File: config.mk
export PLATFORM = sky130hd
export DESIGN_NAME = button_event_flat
export DESIGN_NICKNAME = d
export VERILOG_FILES = /design/src/rtl/button_pkg.sv /design/src/rtl/button_event_if.sv /design/src/rtl/button_event_timer.sv /design/src/rtl/button_event.sv /design/src/flat_wrapper.sv
export SDC_FILE = /design/constraint.sdc
export NUM_CORES = 1
export LEC_CHECK = 0
export ABC_AREA = 1
export CAP_MARGIN = 20
export CORE_MARGIN = 1.5
export CORE_UTILIZATION = 45
export CTS_CLUSTER_SIZE = 40
export DETAILED_ROUTE_END_ITERATION = 16
export REMOVE_ABC_BUFFERS = 1
export SLEW_MARGIN = 15
export SYNTH_ARGS = -nofsm -noshare
export SYNTH_HDL_FRONTEND = slang
export SYNTH_HIERARCHICAL = 1
export SYNTH_SLANG_ARGS = --single-unit
export TNS_END_PERCENT = 20
File: constraint.sdc
create_clock -name clk -period 3 [get_ports clk]
set_input_delay 0.6 -clock clk [delete_from_list [all_inputs] [get_ports clk]]
set_output_delay 0.6 -clock clk [all_outputs]
set_load 0.02 [all_outputs]
File: src/rtl/button_pkg.sv
// ----------------------------------------------------------------------------
// button_pkg
//   Definitions shared by the button_event block and its timer.
//   - btn_state_t          : hold-tracking FSM state (IDLE, SHORT, LONG)
//   - BTN_CNT_BITS_DEFAULT : default hold/repeat counter width
// ----------------------------------------------------------------------------
package button_pkg;

    typedef enum logic [1:0] {
        IDLE  = 2'd0,   // button released
        SHORT = 2'd1,   // held, long-press threshold not yet reached
        LONG  = 2'd2    // held, long-press already issued
    } btn_state_t;

    // Wide enough for the default 50M-cycle long-press threshold.
    localparam int BTN_CNT_BITS_DEFAULT = 26;

endpackage : button_pkg

File: src/rtl/button_event_if.sv
// ----------------------------------------------------------------------------
// button_event_if
//   Groups the debounced button level and the event outputs of button_event.
//   `release` and `repeat` are SystemVerilog keywords, so those two events
//   travel as release_evt and repeat_evt.
//
//   Signals:
//     clean       debounced button level, 1 = pressed (synchronous to clk)
//     press       one-cycle pulse on the rising edge of clean
//     release_evt one-cycle pulse on the falling edge of clean
//     long_press  one-cycle pulse after LONG_CYCLES of continuous hold
//     repeat_evt  one-cycle pulse every REPEAT_CYCLES while in long-hold
//     held        level, high from the press cycle to the cycle before release
//
//   Modports:
//     master : source of the level / consumer of the events
//     slave  : the button_event block itself
// ----------------------------------------------------------------------------
interface button_event_if;

    logic clean;
    logic press;
    logic release_evt;
    logic long_press;
    logic repeat_evt;
    logic held;

    modport master (
        output clean,
        input  press, release_evt, long_press, repeat_evt, held
    );

    modport slave (
        input  clean,
        output press, release_evt, long_press, repeat_evt, held
    );

endinterface : button_event_if

File: src/rtl/button_event_timer.sv
// ----------------------------------------------------------------------------
// event_timer
//   Up-counter with synchronous clear, count enable and a terminal-count
//   compare against a run-time `limit`. One instance serves both the
//   long-press and the repeat thresholds; the owner switches `limit` and
//   pulses `clr` whenever a new interval starts.
//
//   Ports:
//     clk, reset : clock, asynchronous active-high reset
//     clr        : force the count to 0 (priority over en)
//     en         : advance the count this cycle
//     limit      : terminal count (interval length - 1)
//     expired    : en is high and the count has reached limit
// ----------------------------------------------------------------------------
module event_timer #(
    parameter int CNT_BITS = 26
) (
    input  logic                clk,
    input  logic                reset,
    input  logic                clr,
    input  logic                en,
    input  logic [CNT_BITS-1:0] limit,
    output logic                expired
);

    logic [CNT_BITS-1:0] count_q, count_d;

    always_comb begin
        count_d = count_q;
        if (clr) begin
            count_d = '0;
        end else if (en) begin
            count_d = count_q + 1'b1;
        end
    end

    // The owner clears on expiry, so the count never runs past limit and
    // never wraps through the top of CNT_BITS.
    assign expired = en && (count_q == limit);

    always_ff @(posedge clk or posedge reset) begin
        if (reset) begin
            count_q <= '0;
        end else begin
            count_q <= count_d;
        end
    end

endmodule : event_timer

File: src/rtl/button_event.sv
// ----------------------------------------------------------------------------
// button_event
//   Turns the debounced button level into single-cycle events: press,
//   release, long-press and (optionally) auto-repeat, plus a `held` level.
//   The input must already be synchronous to clk; there is no synchronizer.
//
//   Parameters:
//     LONG_CYCLES   cycles from press to long_press (>= 2)
//     REPEAT_CYCLES repeat period while in long-hold (>= 2)
//     CNT_BITS      timer width, must hold max(LONG,REPEAT) - 1
//
//   Ports:
//     clk   : system clock
//     reset : asynchronous, active-high reset
//     bus   : button_event_if.slave (clean in; press, release_evt,
//             long_press, repeat_evt, held out)
//
//   Build option:
//     BUTTON_AUTOREPEAT_EN - when defined, repeat_evt pulses every
//     REPEAT_CYCLES in LONG. When undefined, repeat_evt is constant 0 and
//     the timer holds at 0 in LONG.
//
//   All outputs are registered: an event appears in the cycle after the
//   clock edge that sampled the causing input.
// ----------------------------------------------------------------------------
module button_event
    import button_pkg::*;
#(
    parameter int LONG_CYCLES   = 50_000_000,
    parameter int REPEAT_CYCLES = 10_000_000,
    parameter int CNT_BITS      = BTN_CNT_BITS_DEFAULT
) (
    input  logic          clk,
    input  logic          reset,
    button_event_if.slave bus
);

    // ------------------------------------------------------------------
    // Elaboration-time parameter sanity
    // ------------------------------------------------------------------
    if (LONG_CYCLES < 2) begin : g_chk_long
        $error("button_event: LONG_CYCLES must be >= 2");
    end
    if (REPEAT_CYCLES < 2) begin : g_chk_repeat
        $error("button_event: REPEAT_CYCLES must be >= 2");
    end
    if ((longint'(LONG_CYCLES) - 1) >= (longint'(1) << CNT_BITS) ||
        (longint'(REPEAT_CYCLES) - 1) >= (longint'(1) << CNT_BITS)) begin : g_chk_bits
        $error("button_event: CNT_BITS too narrow for the thresholds");
    end

    localparam logic [CNT_BITS-1:0] LONG_LIMIT = CNT_BITS'(LONG_CYCLES - 1);
`ifdef BUTTON_AUTOREPEAT_EN
    localparam logic [CNT_BITS-1:0] REP_LIMIT  = CNT_BITS'(REPEAT_CYCLES - 1);
`endif

    // ------------------------------------------------------------------
    // State and output registers
    // ------------------------------------------------------------------
    btn_state_t state_q, state_d;
    logic       clean_q, clean_d;
    logic       press_q, press_d;
    logic       release_q, release_d;
    logic       long_q, long_d;
    logic       repeat_q, repeat_d;
    logic       held_q, held_d;

    logic                rise, fall;
    logic                tmr_clr, tmr_en, tmr_expired;
    logic [CNT_BITS-1:0] tmr_limit;

    // clean_q always mirrors the previous sample, so edges are simply
    // disagreements between the live level and that copy.
    assign rise = bus.clean & ~clean_q;
    assign fall = ~bus.clean & clean_q;

    // ------------------------------------------------------------------
    // Next-state / event logic
    // ------------------------------------------------------------------
    always_comb begin
        state_d   = state_q;
        clean_d   = bus.clean;
        press_d   = 1'b0;
        release_d = 1'b0;
        long_d    = 1'b0;
        repeat_d  = 1'b0;
        tmr_clr   = 1'b0;
        tmr_en    = 1'b0;
        tmr_limit = LONG_LIMIT;

        unique case (state_q)
            IDLE: begin
                if (rise) begin
                    state_d = SHORT;
                    press_d = 1'b1;
                    tmr_clr = 1'b1;
                end
            end

            SHORT: begin
                // A falling edge is checked first so that release wins
                // over a coincident long-press expiry.
                if (fall) begin
                    state_d   = IDLE;
                    release_d = 1'b1;
                    tmr_clr   = 1'b1;
                end else begin
                    tmr_en    = 1'b1;
                    tmr_limit = LONG_LIMIT;
                    if (tmr_expired) begin
                        state_d = LONG;
                        long_d  = 1'b1;
                        tmr_clr = 1'b1;
                    end
                end
            end

            LONG: begin
                if (fall) begin
                    state_d   = IDLE;
                    release_d = 1'b1;
                    tmr_clr   = 1'b1;
                end else begin
`ifdef BUTTON_AUTOREPEAT_EN
                    tmr_en    = 1'b1;
                    tmr_limit = REP_LIMIT;
                    if (tmr_expired) begin
                        repeat_d = 1'b1;
                        tmr_clr  = 1'b1;
                    end
`else
                    // Timer was cleared on entry and stays parked at 0.
                    tmr_en = 1'b0;
`endif
                end
            end

            default: begin
                state_d = IDLE;
                tmr_clr = 1'b1;
            end
        endcase

        // held tracks the registered state, so it rises with press and
        // falls with release.
        held_d = (state_d != IDLE);
    end

    // ------------------------------------------------------------------
    // Shared interval timer
    // ------------------------------------------------------------------
    event_timer #(
        .CNT_BITS (CNT_BITS)
    ) u_timer (
        .clk     (clk),
        .reset   (reset),
        .clr     (tmr_clr),
        .en      (tmr_en),
        .limit   (tmr_limit),
        .expired (tmr_expired)
    );

    // ------------------------------------------------------------------
    // Registers
    // ------------------------------------------------------------------
    always_ff @(posedge clk or posedge reset) begin
        if (reset) begin
            state_q   <= IDLE;
            clean_q   <= 1'b0;
            press_q   <= 1'b0;
            release_q <= 1'b0;
            long_q    <= 1'b0;
            repeat_q  <= 1'b0;
            held_q    <= 1'b0;
        end else begin
            state_q   <= state_d;
            clean_q   <= clean_d;
            press_q   <= press_d;
            release_q <= release_d;
            long_q    <= long_d;
            repeat_q  <= repeat_d;
            held_q    <= held_d;
        end
    end

    assign bus.press       = press_q;
    assign bus.release_evt = release_q;
    assign bus.long_press  = long_q;
    assign bus.repeat_evt  = repeat_q;
    assign bus.held        = held_q;

endmodule : button_event
File: src/flat_wrapper.sv
// flat-port wrapper written by rule: the top's interface ports become plain ports
module button_event_flat import button_pkg::*;
#(
    parameter int LONG_CYCLES   = 50_000_000,
    parameter int REPEAT_CYCLES = 10_000_000,
    parameter int CNT_BITS      = BTN_CNT_BITS_DEFAULT
)
  (clk, reset, bus_clean, bus_press, bus_release_evt, bus_long_press, bus_repeat_evt, bus_held);
  button_event_if bus_i ();
  input  logic clk;
  input  logic reset;
  input wire logic [$bits(bus_i.clean)-1:0] bus_clean;
  output wire logic [$bits(bus_i.press)-1:0] bus_press;
  output wire logic [$bits(bus_i.release_evt)-1:0] bus_release_evt;
  output wire logic [$bits(bus_i.long_press)-1:0] bus_long_press;
  output wire logic [$bits(bus_i.repeat_evt)-1:0] bus_repeat_evt;
  output wire logic [$bits(bus_i.held)-1:0] bus_held;
  assign bus_i.clean = bus_clean;
  assign bus_press = bus_i.press;
  assign bus_release_evt = bus_i.release_evt;
  assign bus_long_press = bus_i.long_press;
  assign bus_repeat_evt = bus_i.repeat_evt;
  assign bus_held = bus_i.held;
  button_event #(.LONG_CYCLES(LONG_CYCLES), .REPEAT_CYCLES(REPEAT_CYCLES), .CNT_BITS(CNT_BITS)) u_core (.clk(clk), .reset(reset), .bus(bus_i));
endmodule
==> flow_metrics.env, run 1 <==
export IMPL_report_final_slew_viol_count=0
export IMPL_final_layout_size_suffix_gt1_frac=0.08685
export IMPL_p_int_w=0.0007762
export IMPL_critical_path_buf_inv_count=3
export IMPL_grt_pass1_wl_um=9522
export IMPL_power_ir_vdd_worst_mv=0.4736
export IMPL_r2r_start="u_core/state_q[1]$_DFF_PP0_"
export IMPL_leakagePower_nw=1.373
export IMPL_cts_inserted_buffers=5
export IMPL_clock_path_buffers=2
export IMPL_synthArstFlopShare=1.000
export IMPL_critical_path_max_fanout=7
export IMPL_ioPinCount=8
export IMPL_clk_root_buffer_cell="clkbuf_8"
export IMPL_die_height_um=74.74
export IMPL_std_cell_rows=25
export IMPL_ant_nets=0
export IMPL_global_placement_routability_congestion=0.8297
export IMPL_cp_data_required_time_ns=3.18
export IMPL_final_core_util=0.5597
export IMPL_timing_critical_path_max_delay_family="simple AND/OR/NAND/NOR gates"
export IMPL_critical_path_slowest_cell="clkdlybuf4s50_1"
export IMPL_endpoint_kind="flop"
export IMPL_cts_tree="built"
export IMPL_globalRoute_totalOverflow=0
export IMPL_synth_area_per_cell_sq_um=6.674
export IMPL_die_width_um=74.74
export IMPL_core_region_area_sq_um=4848
export IMPL_cp_cell_sequence="clkdlybuf4s50_1 -> inv_1 -> nand2_2 -> inv_1 -> nor2_1 -> a21boi_1 -> o211ai_1 -> nor2_1 -> nand3_1 -> nor2_2 -> nand2_1 -> nand4_1 -> nor2_4 -> nor2_4 -> nand2_2 -> nor2_4 -> nand3_2 -> nor2_1 -> nor2_1"
export IMPL_timing_rr_end="u_core/u_timer/count_q[17]$_DFFE_PP0P_"
export IMPL_rrSetupSlack_ns=0.50
export IMPL_drt_iter0_markers=102
export IMPL_ys_ff_latch=33
export IMPL_port_buffers=6
export IMPL_clk_insertion_delay_late_ns=0.29
export IMPL_post_drt_via_cell_ratio=4.560
export IMPL_power_density_cell_area_nw_per_um2=440.9
export IMPL_detail_route_wl_per_cell_um=11.54
export IMPL_critical_path_max_stage_delay_ns=0.47
export IMPL_fillCellCount=486
export IMPL_tritoncts_num_sinks=33
export IMPL_dpl_cell_count=462
export IMPL_setup_viol=0
export IMPL_synth_edf_count=0
export IMPL_crit_top_cell="nor2_1"
export IMPL_globalRouteTotalUtil=0.2300
export IMPL_postRouteWirelength_um=5423
export IMPL_maximum_capacitance_violations=0
export IMPL_grt_max_degree=27
export IMPL_grt_pass1_vias=2109
export IMPL_final_min_period_over_clock_period=0.8938
export IMPL_final_net_count=411
export IMPL_finalHoldViolations=0
export IMPL_crit_arrival_ns=2.86
export IMPL_grt_setup_unrepaired="no"
export IMPL_p_sw_w=0.0004202
export IMPL_share_comb_of_total_power=0.289
export IMPL_path_clk_slew_ns=0.07
export IMPL_hold_path_class="in -> async"
export IMPL_whs_ns=0.5626
export IMPL_synth_yosys_seq_area_share=0.3566
export IMPL_status="finished clean"
export IMPL_p_clk_frac=0.276
export IMPL_post_synth_num_cell_types=27
export IMPL_synthesis_yosys_warnings=6
export IMPL_starting_density_of_the_core=0.4777
export IMPL_h_tree_depth=2
export IMPL_clk_skew_ns=0.005663
export IMPL_worstSetupPathType="in -> reg"
export IMPL_achievable_frequency_mhz=372.9
export IMPL_ff2ff_path_depth=18
export IMPL_synthesis_area_sq_um=2316
export IMPL_worstSetupStartpointType="input pin"
export IMPL_floorplan_die_area_sq_um=5586
export IMPL_route_detailed_drc=0
export IMPL_instances_no_fill=470
export IMPL_power_share_sequential=0.435
export IMPL_dpl_hpwl_um=4225
export IMPL_area_growth_pct=17.18
export IMPL_synthesis_instances=347
export IMPL_tritonroute_pass_1_iters=4
export IMPL_dominantRegCellSynth="dfrtp_1"
export IMPL_vias=2143
export IMPL_cts_setup_buffers=0
export IMPL_netSwitchingFraction=0.3512
export IMPL_timing_final_crit_period_ns=2.682
export IMPL_diodes=0
export IMPL_grt_antenna_before_repair=0
power by group through the flow:
stage          logic (W)  registers [W]  clock network (W)
6_report        0.000346       0.000520           0.000330
5_1_grt         0.000399       0.000527           0.000358
4_1_cts         0.000349       0.000521           0.000344
3_5_place_dp    0.000346       0.000530                  0
3_3_place_gp    0.000343       0.000528                  0
2_1_floorplan   0.000222       0.000534                  0
state kept, by name (all words and copies together) (netlist names):
signal	flops
u_core/bus.held	1
u_core/bus.long_press	1
u_core/bus.press	1
u_core/bus.release_evt	1
u_core/clean_q	1
u_core/state_q	2
u_core/u_timer/count_q	26
cells by family after synthesis:
| family | after synthesis | share of synthesized area |
|---|---|---|
| adder cells (fa/ha/maj) | 6 | 0.03241 |
| flip-flops | 33 | 0.3566 |
| XOR/XNOR | 9 | 0.03403 |
| AO/OA/AOI/OAI | 38 | 0.08482 |
| other | 2 | 0.003243 |
| AND/OR/NAND/NOR | 203 | 0.3911 |
| buffers and inverters | 56 | 0.09779 |
Yosys cell counts (2+ instances only):
cell     number  area [sq um]
nand3_2       3         30.03
dfrtp_1      33         825.8
nor3_1        6         30.03
buf_2         2         10.01
conb_1        2         7.510
nand4_1       5         31.28
ha_1          6         75.07
xnor2_1       5         43.79
a21oi_1      11         55.05
inv_1        52         195.2
o21ai_0      23         115.1
or2_2         2         12.51
nand2_2       5         31.28
nand2_1      89         334.1
nor2_1       59         221.5
nor2_2        5         31.28
nor2_4        5         56.30
nand3_1      22         110.1
xor2_1        4         35.03
stage by stage:
step / setup slack, ns / setup TNS (ns) / power [W] / instance area, sq um
global placement: 0.07057 / 0 / 0.0008718 / 2631
CTS: 0.2578 / 0 / 0.001214 / 2711
finish: 0.3185 / 0 / 0.001196 / 2714
detailed placement: -0.05013 / -0.1194 / 0.0008760 / 2631
global route: 0.02493 / 0 / 0.001285 / 2714
floorplan: 0.3612 / 0 / 0.0007563 / 2427
layer usage:
| layer | track usage | routed length [um] | vias up |
|---|---|---|---|
| li1 | - | - | 1144 |
| met1 | 0.3007 | 2772 | 969 |
| met2 | 0.3770 | 2423 | 20 |
| met3 | 0.04418 | 120 | 10 |
| met4 | 0.09091 | 105 | 0 |
| met5 | 0 | 0 | - |
cells in the final DEF (no fill, tap or decap), drive strengths merged:
master / count
nand2: 94
nor2: 69
inv: 52
conb: 40
dfrtp: 33
nand3: 25
o21ai: 24
a21oi: 11
buf: 8
clkbuf: 8
nor3: 7
clkdlybuf4s50: 6
ha: 6
nand4: 5
xnor2: 5
xor2: 4
or2: 2
a31oi: 1
a21boi: 1
o211ai: 1
nor3b: 1
cell type report:
class	count	area (sq um)	share of cell area
Multi-Input combinational cell	296	1409	0.5191
Sequential cell	33	825.8	0.3043
Inverter	52	195.2	0.07192
Timing Repair Buffer	14	120.1	0.04426
Tap cell	67	83.83	0.03089
Clock buffer	8	80.08	0.02951
worst register-to-register path: stages, from the launching register on:
cell	delay (ns)
dfrtp_1	0.41
inv_1	0.13
ha_1	0.18
inv_1	0.04
nor2_1	0.11
a21boi_1	0.17
o211ai_1	0.10
nor2_1	0.09
nand3_1	0.09
nor2_2	0.11
nand2_1	0.07
nand4_1	0.15
nor2_4	0.10
nor2_4	0.13
nand2_2	0.08
nor2_4	0.16
nand3_2	0.10
nor2_1	0.11
nor2_1	0.05
worst max-delay path by stage:
stage / from / end / cells past startpoint
3_3_place_gp: bus_clean / u_core/u_timer/count_q[17]$_DFFE_PP0P_ / 19
6_report: bus_clean / u_core/u_timer/count_q[17]$_DFFE_PP0P_ / 19
3_5_place_dp: bus_clean / u_core/u_timer/count_q[17]$_DFFE_PP0P_ / 19
2_1_floorplan: bus_clean / u_core/u_timer/count_q[17]$_DFFE_PP0P_ / 19
4_1_cts: bus_clean / u_core/u_timer/count_q[17]$_DFFE_PP0P_ / 19
5_1_grt: bus_clean / u_core/u_timer/count_q[23]$_DFFE_PP0P_ / 20
repair_timing:
action / 4_1_cts / 5_1_grt
resized for setup: 0 / 2
setup endpoints to repair: 0 / 10
hold buffers: 0 / 0
hold endpoints to repair: 0 / 0
Power figures use the tool's default switching activity.
==> run 2, diff against run 1 <==
clock period = 2.6 ns   (was 3 ns; I/O delays follow)
==> run 2 against run 1 <==
Sequential power up 14%; die area unchanged; critical path depth down 2; count of clock-buffer cells in the layout down 1; critical path type unchanged.
==> flow_metrics.env, run 2 (synthesis gave the netlist of run 1 again) <==
export IMPL_core_region_area_sq_um=4848
export IMPL_p_sw_w=0.0005174
export IMPL_finalHoldViolations=0
export IMPL_worstSetupStartpointType="input pin"
export IMPL_tritoncts_num_sinks=33
export IMPL_critical_path_buf_inv_count=12
export IMPL_p_clk_frac=0.254
export IMPL_std_cell_rows=25
export IMPL_critical_path_slowest_cell="dlygate4sd2_1"
export IMPL_grt_pass1_vias=2164
export IMPL_h_tree_depth=2
export IMPL_total_power_w=0.001540
export IMPL_postRouteWirelength_um=5613
export IMPL_largest_register="u_core/u_timer/count_q"
export IMPL_endpoint_kind="flop"
export IMPL_largest_register_ffs=26
export IMPL_globalRoute_totalOverflow=0
export IMPL_grt_pass1_wl_um=9439
export IMPL_cts_tree="built"
export IMPL_mostFrequentLayoutCells="nand2_1 (88), nor2_1 (57), inv_1 (50), conb_1 (40), dfrtp_1 (33)"
export IMPL_timing_final_crit_period_ns=2.380
export IMPL_crit_top_cell="buf_4"
export IMPL_fillCellCount=466
export IMPL_die_width_um=74.74
export IMPL_crit_arrival_ns=2.55
export IMPL_global_placement_routability_congestion=0.8668
export IMPL_critical_path_max_fanout=5
export IMPL_clock_path_buffers=2
export IMPL_netSwitchingFraction=0.3360
export IMPL_clk_skew_ns=0.003489
export IMPL_setup_viol=0
export IMPL_power_share_sequential=0.386
export IMPL_achievable_frequency_mhz=420.2
export IMPL_timing_critical_path_max_delay_family="buffers and inverters"
export IMPL_final_core_util=0.6018
export IMPL_power_density_cell_area_nw_per_um2=527.8
export IMPL_hold_path_class="in -> async"
export IMPL_most_frequent_standard_cell_in_the_layout_excluding_fill_and_tap_cells="nand2_1"
export IMPL_post_drt_via_cell_ratio=4.434
export IMPL_ant_nets=0
export IMPL_post_cts_hold_buffer_count=0
export IMPL_die_height_um=74.74
export IMPL_p_int_w=0.001023
export IMPL_reg_top3="u_core/u_timer/count_q x26, u_core/state_q x2"
export IMPL_area_growth_pct=25.99
export IMPL_area_taken_by_flip_flops_and_latches_sq_um=825.8
export IMPL_leakagePower_nw=1.480
export IMPL_cp_data_required_time_ns=2.77
export IMPL_route_detailed_drc=0
export IMPL_tritonroute_pass_1_iters=4
export IMPL_final_layout_size_suffix_gt1_frac=0.1469
export IMPL_floorplan_die_area_sq_um=5586
export IMPL_ioPinCount=8
export IMPL_detail_route_wl_per_cell_um=11.48
export IMPL_path_clk_slew_ns=0.07
export IMPL_clk_root_buffer_cell="clkbuf_8"
export IMPL_final_min_period_over_clock_period=0.9154
export IMPL_final_net_count=431
export IMPL_clk_insertion_delay_late_ns=0.28
export IMPL_report_final_slew_viol_count=0
export IMPL_critical_path_max_stage_delay_ns=0.24
export IMPL_cts_inserted_buffers=5
export IMPL_port_buffers=6
export IMPL_maximum_capacitance_violations=0
export IMPL_globalRouteTotalUtil=0.2271
export IMPL_dpl_hpwl_um=4175
export IMPL_worstSetupPathType="in -> reg"
export IMPL_grt_max_degree=27
export IMPL_status="finished clean"
export IMPL_vias=2168
export IMPL_drt_iter0_markers=131
export IMPL_multi_input_area_sq_um=1445
export IMPL_cp_cell_sequence="dlygate4sd2_1 -> inv_1 -> nand2_2 -> inv_1 -> nor2_4 -> buf_4 -> buf_4 -> buf_4 -> buf_4 -> buf_4 -> buf_4 -> buf_4 -> nor2_4 -> inv_1 -> buf_4 -> a21oi_1 -> nor2_1"
export IMPL_share_comb_of_total_power=0.360
export IMPL_power_ir_vdd_worst_mv=0.4306
export IMPL_starting_density_of_the_core=0.4777
export IMPL_diodes=0
export IMPL_grt_antenna_before_repair=0
run 2: timing repair:
item | in CTS | in global routing
pin swaps | 12 | 12
cloned | 0 | 0
resized for setup | 4 | 9
setup endpoints to repair | 12 | 27
buffers inserted | 12 | 4
run 2: layer usage:
metal / global-route usage / up-vias / routed length [um]
li1: - / 1187 / -
met1: 0.2876 / 946 / 2667
met2: 0.3760 / 24 / 2635
met3: 0.05087 / 11 / 195
met4: 0.09293 / 0 / 114
met5: 0 / - / 0
run 2: layout make-up:
| cell class | instances | area share |
|---|---|---|
| multi-input cells | 296 | 0.4953 |
| flip-flops and latches | 33 | 0.2830 |
| repair buffers | 34 | 0.09648 |
| inverters | 52 | 0.06690 |
| clock buffers | 7 | 0.02959 |
| well taps | 67 | 0.02873 |
run 2: final timing paths:
path,depth (start not counted),endpoint,from,slack [ns]
setup / recovery,17,u_core/u_timer/count_q[4]$_DFFE_PP0P_,bus_clean,0.22
hold / removal,2,u_core/bus.held$_DFF_PP0_,reset,0.49
setup reg to reg,19,u_core/u_timer/count_q[17]$_DFFE_PP0P_,u_core/state_q[1]$_DFF_PP0_,0.25
hold reg to reg,1,u_core/u_timer/count_q[9]$_DFFE_PP0P_,u_core/u_timer/count_q[9]$_DFFE_PP0P_,0.57
max in group asynchronous,3,u_core/u_timer/count_q[19]$_DFFE_PP0P_,reset,1.71
min in group clk,1,u_core/u_timer/count_q[9]$_DFFE_PP0P_,u_core/u_timer/count_q[9]$_DFFE_PP0P_,0.57
run 2: power by group through the flow:
stage               clock network [W]  registers, W  logic, W
finish                       0.000391      0.000594  0.000554
global route                 0.000424      0.000600  0.000626
CTS                          0.000408      0.000590  0.000527
detailed placement                  0      0.000600  0.000457
global placement                    0      0.000599  0.000456
floorplan                           0      0.000617  0.000256
run 2: per-stage QoR:
stage / setup slack (ns) / TNS [ns] / hold WS, ns / instances / cell area [sq um]
final: 0.2200 / 0 / 0.4928 / 489 / 2918
after global routing: -0.03808 / -0.03808 / 0.5169 / 489 / 2918
after CTS: 0.04617 / 0 / 0.4915 / 485 / 2853
after detailed placement: -0.3759 / -7.266 / 0.5685 / 466 / 2674
after global placement: -0.2434 / -4.047 / 0.5641 / 466 / 2674
after floorplan: 0.02071 / 0 / 0.3234 / 381 / 2427
